[config.mk]
export PLATFORM = sky130hd
export DESIGN_NAME = moggysoc_top
export DESIGN_NICKNAME = d
export VERILOG_FILES = /design/src/rtl/moggysoc_top.sv
export SDC_FILE = /design/constraint.sdc
export NUM_CORES = 1
export LEC_CHECK = 0
export BUFFER_PORTS_ARGS = -buffer_cell sky130_fd_sc_hd__buf_2
export CAP_MARGIN = 40
export CORE_MARGIN = 4
export CORE_UTILIZATION = 45
export DETAILED_ROUTE_END_ITERATION = 16
export SLEW_MARGIN = 20
export SYNTH_ARGS = -nofsm -noshare
export SYNTH_HDL_FRONTEND = slang
export SYNTH_SLANG_ARGS = --single-unit
[constraint.sdc]
create_clock -name clk_125 -period 3.06 [get_ports clk_125]
set_input_delay 0.765 -clock clk_125 [delete_from_list [all_inputs] [get_ports clk_125]]
set_output_delay 0.765 -clock clk_125 [all_outputs]
set_load 0.05 [all_outputs]
[src/rtl/moggysoc_top.sv]
// MoggySoC board top: tick-driven 4-bit LED pattern engine with button controls and RGB status.
// Optional macro RGB_DIM_PWM_EN dims both RGB LEDs to a 1/8 duty cycle.
module moggysoc_top #(
  parameter int unsigned TICK_CYCLES = 12_500_000,
  parameter int unsigned SYNC_STAGES = 2
) (
  input  logic       clk_125,
  input  logic [3:0] push_buttons,
  input  logic [1:0] switches,
  output logic [3:0] leds,
  output logic [2:0] rgb_led_ld4,
  output logic [2:0] rgb_led_ld5
);

  localparam int unsigned FastCycles = TICK_CYCLES / 4;
  localparam int unsigned CntW       = $clog2(TICK_CYCLES + 1);
  localparam logic [CntW-1:0] CntOne  = 1;
  localparam logic [CntW-1:0] CntSlow = CntW'(TICK_CYCLES);
  localparam logic [CntW-1:0] CntFast = CntW'(FastCycles);

  typedef enum logic [1:0] {
    ModeUp     = 2'b00,
    ModeDown   = 2'b01,
    ModeRotate = 2'b10,
    ModeFreeze = 2'b11
  } mode_e;

  // {switches, push_buttons} through a plain shift-register synchronizer.
  logic [5:0] sync_q [SYNC_STAGES] = '{default: '0};
  logic [5:0] in_s;

  always_ff @(posedge clk_125) begin
    sync_q[0] <= {switches, push_buttons};
    for (int i = 1; i < int'(SYNC_STAGES); i++) begin
      sync_q[i] <= sync_q[i-1];
    end
  end

  assign in_s = sync_q[SYNC_STAGES-1];

  logic  rst, step_btn, fast, pause;
  mode_e mode;

  assign rst      = in_s[0];
  assign step_btn = in_s[1];
  assign fast     = in_s[2];
  assign pause    = in_s[3];
  assign mode     = mode_e'(in_s[5:4]);

  logic [CntW-1:0] cnt_q       = '0;
  logic [3:0]      leds_q      = '0;
  logic            hb_q        = 1'b0;
  logic            wrap_q      = 1'b0;
  logic            step_prev_q = 1'b0;
  logic [2:0]      ld4_q       = '0;
  logic [2:0]      ld5_q       = '0;

  logic [CntW-1:0] cnt_d, period;
  logic [3:0]      leds_d;
  logic            hb_d, wrap_d, tick, step, update;
  logic [2:0]      colour;
  logic            rgb_on;

  assign period = fast ? CntFast : CntSlow;

  always_comb begin
    cnt_d  = cnt_q;
    tick   = 1'b0;
    step   = step_btn & ~step_prev_q;
    leds_d = leds_q;
    hb_d   = hb_q;
    wrap_d = wrap_q;

    // A count already past a shortened period restarts silently.
    if (!pause) begin
      if (cnt_q >= period) begin
        cnt_d = '0;
      end else if (cnt_q == period - CntOne) begin
        tick  = 1'b1;
        cnt_d = '0;
      end else begin
        cnt_d = cnt_q + CntOne;
      end
    end

    update = tick | step;

    if (update) begin
      hb_d   = ~hb_q;
      wrap_d = 1'b0;
      case (mode)
        ModeUp: begin
          leds_d = leds_q + 4'd1;
          wrap_d = (leds_q == 4'hF);
        end
        ModeDown: begin
          leds_d = leds_q - 4'd1;
          wrap_d = (leds_q == 4'h0);
        end
        ModeRotate: begin
          if (!$onehot(leds_q)) begin
            leds_d = 4'b0001;
          end else begin
            leds_d = {leds_q[2:0], leds_q[3]};
            wrap_d = leds_q[3];
          end
        end
        default: ;
      endcase
    end

    case (mode)
      ModeUp:     colour = 3'b010;
      ModeDown:   colour = 3'b001;
      ModeRotate: colour = 3'b100;
      default:    colour = 3'b110;
    endcase
  end

`ifdef RGB_DIM_PWM_EN
  logic [7:0] pwm_q = '0;

  always_ff @(posedge clk_125) begin
    if (rst) begin
      pwm_q <= '0;
    end else begin
      pwm_q <= pwm_q + 8'd1;
    end
  end

  assign rgb_on = (pwm_q[7:5] == 3'b000);
`else
  assign rgb_on = 1'b1;
`endif

  always_ff @(posedge clk_125) begin
    ld4_q <= rgb_on ? colour : 3'b000;
    if (rst) begin
      cnt_q       <= '0;
      leds_q      <= '0;
      hb_q        <= 1'b0;
      wrap_q      <= 1'b0;
      step_prev_q <= 1'b0;
      ld5_q       <= rgb_on ? {pause, 2'b00} : 3'b000;
    end else begin
      cnt_q       <= cnt_d;
      leds_q      <= leds_d;
      hb_q        <= hb_d;
      wrap_q      <= wrap_d;
      step_prev_q <= step_btn;
      ld5_q       <= rgb_on ? {pause, hb_d, wrap_d} : 3'b000;
    end
  end

  assign leds        = leds_q;
  assign rgb_led_ld4 = ld4_q;
  assign rgb_led_ld5 = ld5_q;

endmodule

==> results of run 1 <==
-- how the worst min path moves through the flow --
stage	end	slack (ps)
2_1_floorplan	sync_q[0][10]$_DFF_P_	310
3_3_place_gp	sync_q[0][9]$_DFF_P_	310
3_5_place_dp	sync_q[0][11]$_DFF_P_	310
4_1_cts	sync_q[0][10]$_DFF_P_	330
5_1_grt	sync_q[0][6]$_DFF_P_	340
6_report	sync_q[0][10]$_DFF_P_	330
-- final cells by class --
type | instances | area (µm²)
Tap cell | 70 | 87.6
Sequential cell | 47 | 941
Timing Repair Buffer | 19 | 103
Clock buffer | 5 | 68.8
Inverter | 17 | 63.8
Fill cell | 489 | 2500
Clock inverter | 3 | 47.5
Multi-Input combinational cell | 197 | 1360
-- report_power, final --
part	switching (mW)	total, mW	internal (mW)
combinational	0.0795	0.121	0.0410
sequential	0.0213	0.653	0.631
clock	0.223	0.471	0.248
-- cells by family (layout without fill, tap and decap cells) --
group,after synthesis,count (layout)
compound gates,29,29
fa+ha+maj,18,18
simple gates,124,124
buf+inv,29,44
xor+xnor,19,19
flops,47,47
mux,7,7
-- flip-flops by register name, summed over array words and instances (netlist names) --
name / cells
leds: 4
rgb_led_ld4: 3
rgb_led_ld5: 2
sync_q: 12
cnt_q: 24
step_prev_q: 1
hb_q: 1
-- critical path: cells and delay by family (launching register included) --
family          cells  cell delay [ps]
compound gates      2              890
flops               1              490
simple gates        3              660
buf+inv             1              140
fa+ha+maj           1              330
-- stage by stage --
step,hold slack [ps],utilization (%),cells
after floorplan,310,-,273
after global placement,310,49.4,350
after detailed placement,312,49.4,350
after CTS,332,51.6,358
after global routing,342,51.6,358
final,331,51.6,358
-- per-layer routing --
layer,up-vias,share of wire (%)
met5,-,0
met4,0,1.4
met3,5,3.9
met2,35,45
met1,911,50
li1,994,-
-- layout by cell type (no fill, tap or decap), drive strengths merged, types with 2 or more instances in the layout --
cell	n
a21o	3
a21oi	9
and3	9
and4	2
buf	19
clkbuf	5
dfxtp	47
fa	2
ha	16
inv	18
mux2	2
mux2i	5
nand2	19
nand2b	2
nand3	20
nand4	9
nand4b	6
nor2	26
nor2b	7
nor3	6
nor4	11
o2111ai	2
o211ai	3
o21ai	4
o2bb2ai	2
or3	2
xnor2	8
xor2	11
==> summary.md, run 1 <==
| Metric | Value |
|---|---|
| Pwr/cell area | `between 400 and 500 mW/mm²` |
| Slew Limit Fails | `0` |
| Hold-fix buffers at CTS | `0` |
| Top cells by count, synth | `dfxtp_1, nor2_1, nand3_1` |
| Final min period | `between 2000 and 3000 ps` |
| Critical Path Max Stage Delay | `a little under 700 ps` |
| CTS Buf Count | `5` |
| Share of cells above drive strength 1 | `10.8%` |
| N_diodes | `0` |
| Resized Gates After CTS | `0` |
| Critical path class | `flop to flop` |
| Max Cap Viol | `0` |
| Area contributors post-synth | `dfxtp_1, ha_1, nand3_1` |
| Grt met2 use | `between 20% and 30%` |
| Simple-gate area share of the yosys netlist | `about 28%` |
| Most common flop cell mapped by yosys | `dfxtp_1` |
| Setup crit start | `sync_q[0][8]$_DFF_P_` |
| Lkg Pwr | `approximately 1.1 nW` |
| Ys Warns | `0` |
| Largest family of logic cells by synthesized area | `simple AND/OR/NAND/NOR gates` |
| Reg-to-reg critical path endpoint | `cnt_q[5]$_SDFFE_PP0N_` |
| Detailed Place HPWL | `between 3 and 4 mm` |
| Clk_lat worst skew | `between 300 and 400 ps` |
| Yosys reg bits | `between 40 and 50` |
| Worst-Margin Slew | `~800 ps` |
| Global-route wire length before repair | `slightly below 9 mm` |
| Number of synthesized flops with an enable pin | `0` |
| CP Capture Type | `flop` |
| Synth Area in Adders | `between 9 and 10%` |
| Hold path cells | `0` |
| Post-synth ARST share | `0%` |
| Total power | `around 1.2 mW` |
| Initial DRC Count | `roughly 110` |
| Tcrit/Tclk final | `86.3%` |
| Initial core utilization | `46.8%` |
| Grt total ovfl | `0` |
| Final setup viols | `0` |
| Synth top area share | `about two fifths` |
| Worst-case reg-to-reg path depth | `7` |
| Hold Vio Cnt, Final | `0` |
| Status | `finished clean` |
| Final antenna-violating net count | `0` |
| Die W | `between 80 and 90 µm` |
| RSZ-0062 raised after global routing | `no` |
| Mean post-synth cell area | `between 8 and 9 µm²` |
| Synth area leader | `dfxtp_1` |
| Critical-path top delay cell | `o211ai_2` |
| Crit Path Max Fanout | `18` |
| Count leader, synth | `dfxtp_1` |
| TritonCTS clock tree | `done` |
| Crit start category | `flop` |
| DRC | `0` |
| RR Startpoint | `sync_q[0][8]$_DFF_P_` |
| Top Ports | `17` |
| Mapped Cells | `273` |
| Synth Area in XOR/XNOR | `just under 7%` |
| Count of cell types in the netlist | `44` |
| Clock Pin Slew Worst Setup and Hold Paths | `approximately 90 ps` |
| Site Rows | `26` |
| Final Wtd Congestion | `slightly below 0.8` |
| Vias/cell | `5.43` |
| Die Y | `~81 µm` |
| Maximum vdd drop | `between 0.2 and 0.3 mV` |
| Worst Hold Class | `flop to flop` |
| TritonCTS Sinks | `between 40 and 50` |
| Post-Place Setup Slack | `~440 ps` |
| Highest clock rate | `approximately 380 MHz` |
| All-Layer GR Usage | `17.0%` |
| Worst setup path endpoint | `cnt_q[5]$_SDFFE_PP0N_` |
| Worst path cell trace | `inv_1, ha_1, nand4b_1, nor4_2, a2111oi_2, o211ai_2, nor2_1` |
| Clock H-tree levels | `2` |
| Drt wl/cell | `between 10 and 15 µm` |
| Root Buffer | `clkbuf_8` |
| Final net count | `312` |
| Vias | `approximately 1900` |
| Req. time, crit path | `around 3200 ps` |
| Largest net degree at the start of global routing | `19` |
| Global routing usage on met3 | `roughly 5%` |
| Final instance area | `around 0.0027 mm²` |
| I/O Buffers | `16` |
| First-pass iteration count of the detailed router | `4` |
| Reg2Reg Setup Slack | `420 ps` |
| Syn nets | `about 300` |
| Critical path arrival | `between 2000 and 3000 ps` |
| Placed Area | `~0.0026 mm²` |
| Vias in the first global route | `1798` |
| Max-slew headroom | `a little under half` |
| Clock buffer depth | `2` |
| GRT Max-Usage Layer | `met2` |
| Setup Total Neg Slack | `0 ps` |
| Initial antenna violation count | `0` |
| Worst setup margin | `roughly 420 ps` |
| Hold Crit Start | `sync_q[0][4]$_DFF_P_` |
| Core box area | `a little over 0.005 mm²` |
| Postcts setup bufs | `0` |
| Routed wire length | `slightly below 5 mm` |
| Met1 GRT Util | `between 20% and 30%` |
| Post-synthesis sequential area ratio | `roughly 39%` |
| Syn-to-layout area delta | `10.4%` |
| Compound-cell area share of the yosys netlist | `8.48%` |
| Synth Cell Area | `between 0.002 and 0.0025 mm²` |
| Full die area | `about 0.0066 mm²` |
| Skew final | `~5.5 ps` |
| Mux share of post-synthesis cell area | `3.00%` |
(Power assumes the default switching activity.)
==> run 2, diff against run 1 <==
clock period = 2.9 ns   (was 3.06 ns; I/O delays follow)
==> run 2 against run 1 <==
  * Clock power is 5.9% higher
  * Worst hold slack better by 1.5 ps
  * Sequential share of layout area is 0.41 points lower
  * Combinational power is 9.9% higher
  * Critical path type unchanged
  * Largest power group unchanged
  * Highest routed layer unchanged
==> summary.md, run 2 (synthesis results as in run 1) <==
| Metric | Value |
|---|---|
| Status | `finished clean` |
| First-pass iteration count of the detailed router | `5 (+1)` |
| Crit Path Max Fanout | `13 (-5)` |
| RSZ-0062 raised after global routing | `no` |
| TritonCTS Sinks | `47 (unchanged)` |
| Detailed Place HPWL | `3.62 mm (+1.6%)` |
| Non-Filler Instances | `362 (+1.1%)` |
| DRC | `0 (unchanged)` |
| N_diodes | `0 (unchanged)` |
| Final net count | `316 (+1.3%)` |
| Root Buffer | `clkbuf_8` |
| Routed wire length | `4.96 mm (about the same)` |
| Setup crit start | `sync_q[0][8]$_DFF_P_` |
| Final Wtd Congestion | `0.804 (+1.2%)` |
| Site Rows | `26 (unchanged)` |
| Commonest non-fill, non-tap cell in the layout | `dfxtp_1` |
| Worst Hold Class | `flop to flop` |
| Tcrit/Tclk final | `88.9% (+2.6 points)` |
| RR Startpoint | `sync_q[0][8]$_DFF_P_` |
| I/O Buffers | `16 (unchanged)` |
| Clk_lat worst skew | `300 ps (about the same)` |
| Vias | `1934 (-0.57%)` |
| Hold Vio Cnt, Final | `0 (unchanged)` |
| M1 WL | `2.47 mm (unchanged)` |
| Full die area | `0.00661 mm² (unchanged)` |
| CP Capture Type | `flop` |
| Final antenna-violating net count | `0 (unchanged)` |
| Maximum vdd drop | `0.267 mV (+2.8%)` |
| Setup Total Neg Slack | `0 ps (unchanged)` |
| Initial core utilization | `46.8% (unchanged)` |
| Grt total ovfl | `0 (unchanged)` |
| Initial antenna violation count | `0 (unchanged)` |
| Max-slew headroom | `49.4% (+2.8 points)` |
| Postcts setup bufs | `0 (unchanged)` |
| Placed cells | `354 (+1.1%)` |
| Clock H-tree levels | `2 (unchanged)` |
| Met2 wire len | `2.32 mm (+3.9%)` |
| Skew final | `3.44 ps (-2.05 ps)` |
| Slew Limit Fails | `0 (unchanged)` |
| Drt wl/cell | `13.7 µm (-1.0%)` |
| Top reg by flops | `cnt_q` |
| Pwr/cell area | `488 mW/mm² (+4.7%)` |
| CTS Buf Count | `5 (unchanged)` |
| Die Y | `81.3 µm (unchanged)` |
| Global-route wire length before repair | `8.80 mm (+1.0%)` |
| Clock buffer depth | `2 (unchanged)` |
| Req. time, crit path | `3140 ps (-90 ps)` |
| Top sig layer | `met4` |
| Max Cap Viol | `0 (unchanged)` |
| Lkg Pwr | `1.13 nW (+2.0%)` |
| Die W | `81.3 µm (unchanged)` |
| Final instance area | `0.00270 mm² (+1.2%)` |
| Hold-fix buffers at CTS | `0 (unchanged)` |
| Util after Layout | `52.2% (+0.60 points)` |
| Initial DRC Count | `141 (+24%)` |
| All-Layer GR Usage | `16.9% (-0.11 points)` |
| Critical path arrival | `2820 ps (about the same)` |
| Final min period | `2580 ps (-61.8 ps)` |
| Placed Area | `0.00258 mm² (+1.2%)` |
| Most frequent cells in the layout | `dfxtp_1, nor2_1, nand3_1` |
| Largest net degree at the start of global routing | `16 (-3)` |
| Resized Gates After CTS | `0 (unchanged)` |
| Met3 WL | `120 µm (-38%)` |
| Highest clock rate | `388 MHz (+2.4%)` |
| Worst-Margin Slew | `758 ps (-41.1 ps)` |
| Crit start category | `flop` |
| Final setup viols | `0 (unchanged)` |
| Hold Slack | `332 ps (+1.52 ps)` |
| Top Ports | `17 (unchanged)` |
| Clock Pin Slew Worst Setup and Hold Paths | `90 ps (about the same)` |
| Syn-to-layout area delta | `11.7%` |
| Share of cells above drive strength 1 | `12.0% (+1.2 points)` |
| Max reg flops | `24 (unchanged)` |
| Core box area | `0.00517 mm² (unchanged)` |
| TritonCTS clock tree | `done` |
| Vias/cell | `5.34 (-1.7%)` |
| Critical path class | `flop to flop` |
| Hold Crit Start | `sync_q[0][1]$_DFF_P_` |
| Vias in the first global route | `1888 (+5.0%)` |
[run 2: power breakdown]
group | internal [mW] | switching [mW]
clock | 0.279 | 0.220
sequential | 0.666 | 0.0196
combinational | 0.0459 | 0.0868
total | 0.991 | 0.326
[run 2: metrics by stage]
step	power, mW	worst slack (ps)
5_1_grt	1.38	127
3_3_place_gp	0.833	430
3_5_place_dp	0.835	360
6_report	1.32	321
2_1_floorplan	0.802	132
4_1_cts	1.34	328
[run 2: critical path: stages (launching register included)]
cell	delay, ps
dfxtp_1	500
inv_1	130
ha_1	310
nand4b_1	150
nor4_2	390
a2111oi_2	130
buf_4	210
a21oi_1	450
mux2i_1	240
[run 2: final cells by class]
class,count,area (µm²)
Multi-Input combinational cell,197,1360
Clock inverter,2,35.0
Sequential cell,47,941
Timing Repair Buffer,23,133
Inverter,17,63.8
Fill cell,503,2470
Tap cell,70,87.6
Clock buffer,6,82.6
[run 2: worst paths after layout]
kind | slack, ps | cells after the start | to
worst min register to register | 330 | 0 | sync_q[0][7]$_DFF_P_
worst max-delay path | 320 | 8 | leds[0]$_SDFFE_PP0P_
worst max register to register | 320 | 8 | leds[0]$_SDFFE_PP0P_
worst min-delay path | 330 | 0 | sync_q[0][7]$_DFF_P_
[run 2: per-layer routing]
metal  vias to the layer above  GRT usage [%]
met5                         -              0
li1                        998              -
met1                       910           22.4
met3                         5           4.32
met4                         0           4.56
met2                        21           27.3
